===== config.mk =====
export PLATFORM = sky130hd
export DESIGN_NAME = body_scanner_flat
export DESIGN_NICKNAME = d
export VERILOG_FILES = /design/src/rtl/body_scanner_if.sv /design/src/rtl/body_scanner.sv /design/src/flat_wrapper.sv
export SDC_FILE = /design/constraint.sdc
export NUM_CORES = 1
export LEC_CHECK = 0
export CAP_MARGIN = 10
export CORE_ASPECT_RATIO = 0.9
export CORE_MARGIN = 5
export CORE_UTILIZATION = 50
export DETAILED_ROUTE_END_ITERATION = 10
export PLACE_DENSITY = 0.88
export RECOVER_POWER = 25
export SLEW_MARGIN = 20
export SYNTH_ARGS = -nofsm -noshare
export SYNTH_HDL_FRONTEND = slang
export SYNTH_SLANG_ARGS = --single-unit

===== constraint.sdc =====
create_clock -name clk -period 2.9 [get_ports clk]
set_clock_uncertainty 0.05 [all_clocks]
set_input_delay 0.58 -clock clk [delete_from_list [all_inputs] [get_ports clk]]
set_output_delay 0.58 -clock clk [all_outputs]
set_load 0.005 [all_outputs]

===== src/rtl/body_scanner_if.sv =====
// Request/result bundle between the game FSM (master) and the body scanner (slave).
// The body array is packed so entry 0 (the head) sits in the low byte.
interface body_scanner_if #(
  parameter int MAX_LENGTH = 50
);
  logic                       start;
  logic [MAX_LENGTH-1:0][7:0] body;
  logic [7:0]                 head;
  logic [7:0]                 curr_length;
  logic [7:0]                 apple;
  logic                       busy;
  logic                       done;
  logic                       self_hit;
  logic                       apple_hit;

  modport master (
    output start, body, head, curr_length, apple,
    input  busy, done, self_hit, apple_hit
  );

  modport slave (
    input  start, body, head, curr_length, apple,
    output busy, done, self_hit, apple_hit
  );
endinterface


===== src/rtl/body_scanner.sv =====
// Walks a snapshot of the snake body one segment per clock and reports
// self-collision of the new head and apple-on-snake for the last scan.
module body_scanner #(
  parameter int MAX_LENGTH = 50
) (
  input  logic          clk,
  input  logic          rst,
  input  logic          sync,
  body_scanner_if.slave bus
);

  localparam int IDX_W = $clog2(MAX_LENGTH);
  localparam logic [7:0]       LEN_MAX8 = 8'(MAX_LENGTH - 1);
  localparam logic [IDX_W-1:0] LEN_MAX  = IDX_W'(MAX_LENGTH - 1);

  typedef enum logic [1:0] {
    IDLE = 2'd0,
    SCAN = 2'd1,
    DONE = 2'd2
  } state_t;

  state_t                     state, state_d;
  logic [IDX_W-1:0]           idx, idx_d;
  logic [IDX_W-1:0]           len_q;
  logic [MAX_LENGTH-1:0][7:0] seg;
  logic [7:0]                 head_q;
  logic [7:0]                 apple_q;
  logic                       self_q, self_d;
  logic                       apple_hit_q, apple_hit_d;
  logic                       load;

  // NOTE: every variable gets a default before the case so no path can infer a latch.
  always_comb begin
    state_d     = state;
    idx_d       = idx;
    self_d      = self_q;
    apple_hit_d = apple_hit_q;
    load        = 1'b0;
    case (state)
      IDLE: begin
        if (bus.start) begin
          load        = 1'b1;
          idx_d       = '0;
          self_d      = 1'b0;
          apple_hit_d = 1'b0;
          state_d     = SCAN;
        end
      end
      SCAN: begin
        apple_hit_d = apple_hit_q | (seg[idx] == apple_q);
        // Entry 0 is the old head; the new head landing there is not a collision.
        if (idx != '0) self_d = self_q | (seg[idx] == head_q);
        if (idx == len_q) state_d = DONE;
        else              idx_d   = idx + IDX_W'(1);
      end
      DONE:    state_d = IDLE;
      default: state_d = IDLE;
    endcase
  end

  // NOTE: the snapshot array is reset too, so a restart never exposes stale segments.
  always_ff @(posedge clk) begin
    if (rst || sync) begin
      state       <= IDLE;
      idx         <= '0;
      self_q      <= 1'b0;
      apple_hit_q <= 1'b0;
      len_q       <= '0;
      seg         <= '0;
      head_q      <= '0;
      apple_q     <= '0;
    end else begin
      // NOTE: non-blocking so every register samples pre-edge values of the others.
      state       <= state_d;
      idx         <= idx_d;
      self_q      <= self_d;
      apple_hit_q <= apple_hit_d;
      if (load) begin
        seg     <= bus.body;
        head_q  <= bus.head;
        apple_q <= bus.apple;
        len_q   <= (bus.curr_length > LEN_MAX8) ? LEN_MAX : bus.curr_length[IDX_W-1:0];
      end
    end
  end

  assign bus.busy      = (state != IDLE);
  assign bus.done      = (state == DONE);
  assign bus.self_hit  = self_q;
  assign bus.apple_hit = apple_hit_q;

endmodule


===== src/flat_wrapper.sv =====
// flat-port wrapper written by rule: the top's interface ports become plain ports
module body_scanner_flat 
#(
  parameter int MAX_LENGTH = 50
)
  (clk, rst, sync, bus_start, bus_body, bus_head, bus_curr_length, bus_apple, bus_busy, bus_done, bus_self_hit, bus_apple_hit);
  body_scanner_if #(.MAX_LENGTH(MAX_LENGTH)) bus_i ();
  input  logic clk;
  input  logic rst;
  input  logic sync;
  input wire logic [$bits(bus_i.start)-1:0] bus_start;
  input wire logic [$bits(bus_i.body)-1:0] bus_body;
  input wire logic [$bits(bus_i.head)-1:0] bus_head;
  input wire logic [$bits(bus_i.curr_length)-1:0] bus_curr_length;
  input wire logic [$bits(bus_i.apple)-1:0] bus_apple;
  output wire logic [$bits(bus_i.busy)-1:0] bus_busy;
  output wire logic [$bits(bus_i.done)-1:0] bus_done;
  output wire logic [$bits(bus_i.self_hit)-1:0] bus_self_hit;
  output wire logic [$bits(bus_i.apple_hit)-1:0] bus_apple_hit;
  assign bus_i.start = bus_start;
  assign bus_i.body = bus_body;
  assign bus_i.head = bus_head;
  assign bus_i.curr_length = bus_curr_length;
  assign bus_i.apple = bus_apple;
  assign bus_busy = bus_i.busy;
  assign bus_done = bus_i.done;
  assign bus_self_hit = bus_i.self_hit;
  assign bus_apple_hit = bus_i.apple_hit;
  body_scanner #(.MAX_LENGTH(MAX_LENGTH)) u_core (.clk(clk), .rst(rst), .sync(sync), .bus(bus_i));
endmodule

==> flow_summary.yaml <==
outcome:
  outcome: "completed"
timing:
  setup_ws_ps: 79.6
  slew_headroom_pct: 6.06
  fin_crit_sh_pct: 97.3
  final_max_slew_viol_count: 0
  fmax_mhz: 355
  finalSetupViolations: 0
  hold_viol: 0
  worst_pin_slew_ps: 1410
  period_minus_slack_ps: 2820
  fin_setup_tns_ps: 0
clock_network:
  cts_max_level: 2
  clkSinkCount: 432
  clk_latency_ps: 540
  postCtsHoldBufs: 0
  ctsLongestPathBuffers: 3
  numCtsBuffers: 43
  root_buffer: "clkbuf_16"
  path_clk_slew_ps: 60
  cts_tree: "yes"
pwr:
  cellPowerDensity_nw_per_um2: 537
  peakVddDrop_mv: 0.395
  leakagePower_nw: 8.99
floorplanning:
  rows: 67
  num_io_pins: 432
  coreArea_um2: 37000
  die-area_um2: 41100
  die_w_um: 213
  initial_core_util_pct: 50.2
  die_h_um: 193
yosys:
  yosys_warnings: 0
  synth_top_area_share_pct: 46.6
  synthTopCellsByArea: "dfxtp_1 (47%), nand2_1 (17%), a21oi_1 (11%)"
  syn_inst: 2218
  ys_async_sr_fraction_pct: 0
  avgSynthCellArea_um2: 8.36
  synth_edf_count: 0
  ys_top_cells_by_count: "nand2_1 (859), dfxtp_1 (432), a21oi_1 (426), clkbuf_1 (142), mux4_2 (74)"
  synth-main-ff-cell: "dfxtp_1"
  synth_most_common_cell: "nand2_1"
  syn_area_um2: 18600
  ys_types: 64
  syn_nets: 2648
  synth_top_area_cell: "dfxtp_1"
  synth.ff_latch_count: 432
  ys_seq_area_share_pct: 46.6
global_route:
  grt_max_degree: 145
  gr-total-overflow: 0
  track_usage_pct: 28.9
  antenna_found_initial: 0
  grt_pass1_vias: 17200
  grt_pass1_wl_um: 93700
final_layout:
  syn_to_final_growth_pct: 35.1
  final_nets: 3034
  final_cells: 3118
  final_area_um2: 25100
  drive_gt1_share_pct: 9.68
  utilization_pct: 67.8
setup_path:
  startpoint_type: "flop"
  end_kind: "flop"
  cp_cell_sequence: "buf_4, buf_12, mux4_1, and2_1, o21ai_0, a22oi_2, mux2i_1, xnor2_1, a211oi_2, nand4_1, o21ai_1"
  path_class: "flop to flop"
  cp_max_fo: 21
  path_buf_inv: 2
  slowest_delay_ps: 550
  slowest_stage: "mux4_1"
  crit_arrival_ps: 3230
  cp_data_required_time_ps: 3310
  crit_family: "multiplexers"
routing:
  drt-wirelength-per-cell_um: 20.3
  antenna_left: 0
  viasPerCell: 5.65
  drt-pass1-iter-count: 5
  num_vias: 17600
  remaining_drc_errors: 0
  drt_iter0_drc: 1642
  wl_um: 63300
run:
  drv_cap: 0
placed_design:
  port-buffer-count: 431
  placed_area_um2: 23400
  dp.final_hpwl_um: 46400
  place_ws_ps: -78.6
  gp_congestion: 0.908
  dp_cells: 3021
min_path:
  hold_class: "flop to flop"
## where the power goes
part / leakage [nW] / switching (mW) / internal, mW / total [mW]
Clock: 0.705 / 2.35 / 3.28 / 5.63
Sequential: 3.52 / 0.116 / 6.13 / 6.24
Combinational: 4.77 / 0.779 / 0.820 / 1.60
## area by class of cell
class	count	area [um^2]
clock buffers	55	1200
fillers	2863	11900
inverters	7	26.3
clock inverters	20	216
well taps	483	604
repair buffers	521	5250
flip-flops and latches	432	8660
multi-input cells	1599	9120
diodes	1	2.50
## registers in the layout, summed over array words and instances (netlist names)
register              count
u_core.idx                6
u_core.state              2
u_core.seg              400
u_core.bus.self_hit       1
u_core.apple_q            8
u_core.bus.apple_hit      1
u_core.head_q             8
u_core.len_q              6
## placed cells by master (no fill, tap or decap), types with 3 or more instances in the layout
cell	n
clkbuf_16	45
o21ai_0	4
dfxtp_1	429
clkinv_2	11
and2_1	4
a31oi_1	7
buf_6	3
nor3_1	4
buf_12	16
o21ai_1	7
nor2b_1	9
a311oi_1	3
mux2_2	5
xnor2_1	16
clkdlybuf4s50_1	431
mux2i_1	52
clkbuf_8	8
nor4_1	4
buf_4	57
mux4_2	74
a22oi_1	8
a221oi_1	6
nand4_1	5
xor2_1	15
nand3_1	9
clkbuf_1	11
o22ai_1	3
nor2_1	25
inv_1	6
a21oi_1	426
bufinv_16	4
nand2_1	858
mux4_1	9
## cell families after synthesis
kind of cell / Yosys count / synth area share (%)
and+or+nand+nor: 931 / 19.4
AOI/OAI and AO/OA: 494 / 14.5
DFF: 432 / 46.6
buffers and inverters: 187 / 4.49
muxes: 141 / 13.4
xor gates and xnor gates: 31 / 1.46
adders and majority gates: 2 / 0.135
## per-stage QoR
| step | hold WS, ps | total power, mW |
|---|---|---|
| finish | 403 | 13.5 |
| global route | 416 | 13.9 |
| CTS | 405 | 13.5 |
| detailed placement | 396 | 7.95 |
| global placement | 389 | 7.91 |
| floorplan | 382 | 7.02 |
## path summary, 6_finish.rpt
| check | cells after the start | end | from | slack, ps |
|---|---|---|---|---|
| max | 11 | u_core.bus.self_hit | u_core.idx[0] | 80 |
| min reg2reg | 2 | u_core.seg[254] | u_core.seg[254] | 400 |
| max reg2reg | 11 | u_core.bus.self_hit | u_core.idx[0] | 80 |
| min | 2 | u_core.seg[254] | u_core.seg[254] | 400 |
## layer usage
metal  vias up  track usage [%]  share of wire (%)  wire [um]
met5         -                0                  0          0
met4         0             10.8                4.0       2550
met3       162             4.55                8.5       5390
met2       881             46.5                 46      29400
met1      8311             39.6                 41      26000
li1       8261                -                  -          -
## worst register-to-register path: stages (launching register included)
cell	delay, ps
dfxtp_4	470
buf_4	170
buf_12	190
mux4_1	560
and2_1	180
o21ai_0	250
a22oi_2	170
mux2i_1	220
xnor2_1	100
a211oi_2	150
nand4_1	120
o21ai_1	120
## what timing repair did
action	4_1_cts	5_1_grt
resized for setup	0	16
gates cloned	0	2
pin swaps	0	5
buffers inserted	4	15
endpoints found under the setup margin	2	2
No activity file was read; power rests on OpenSTA's default activity.
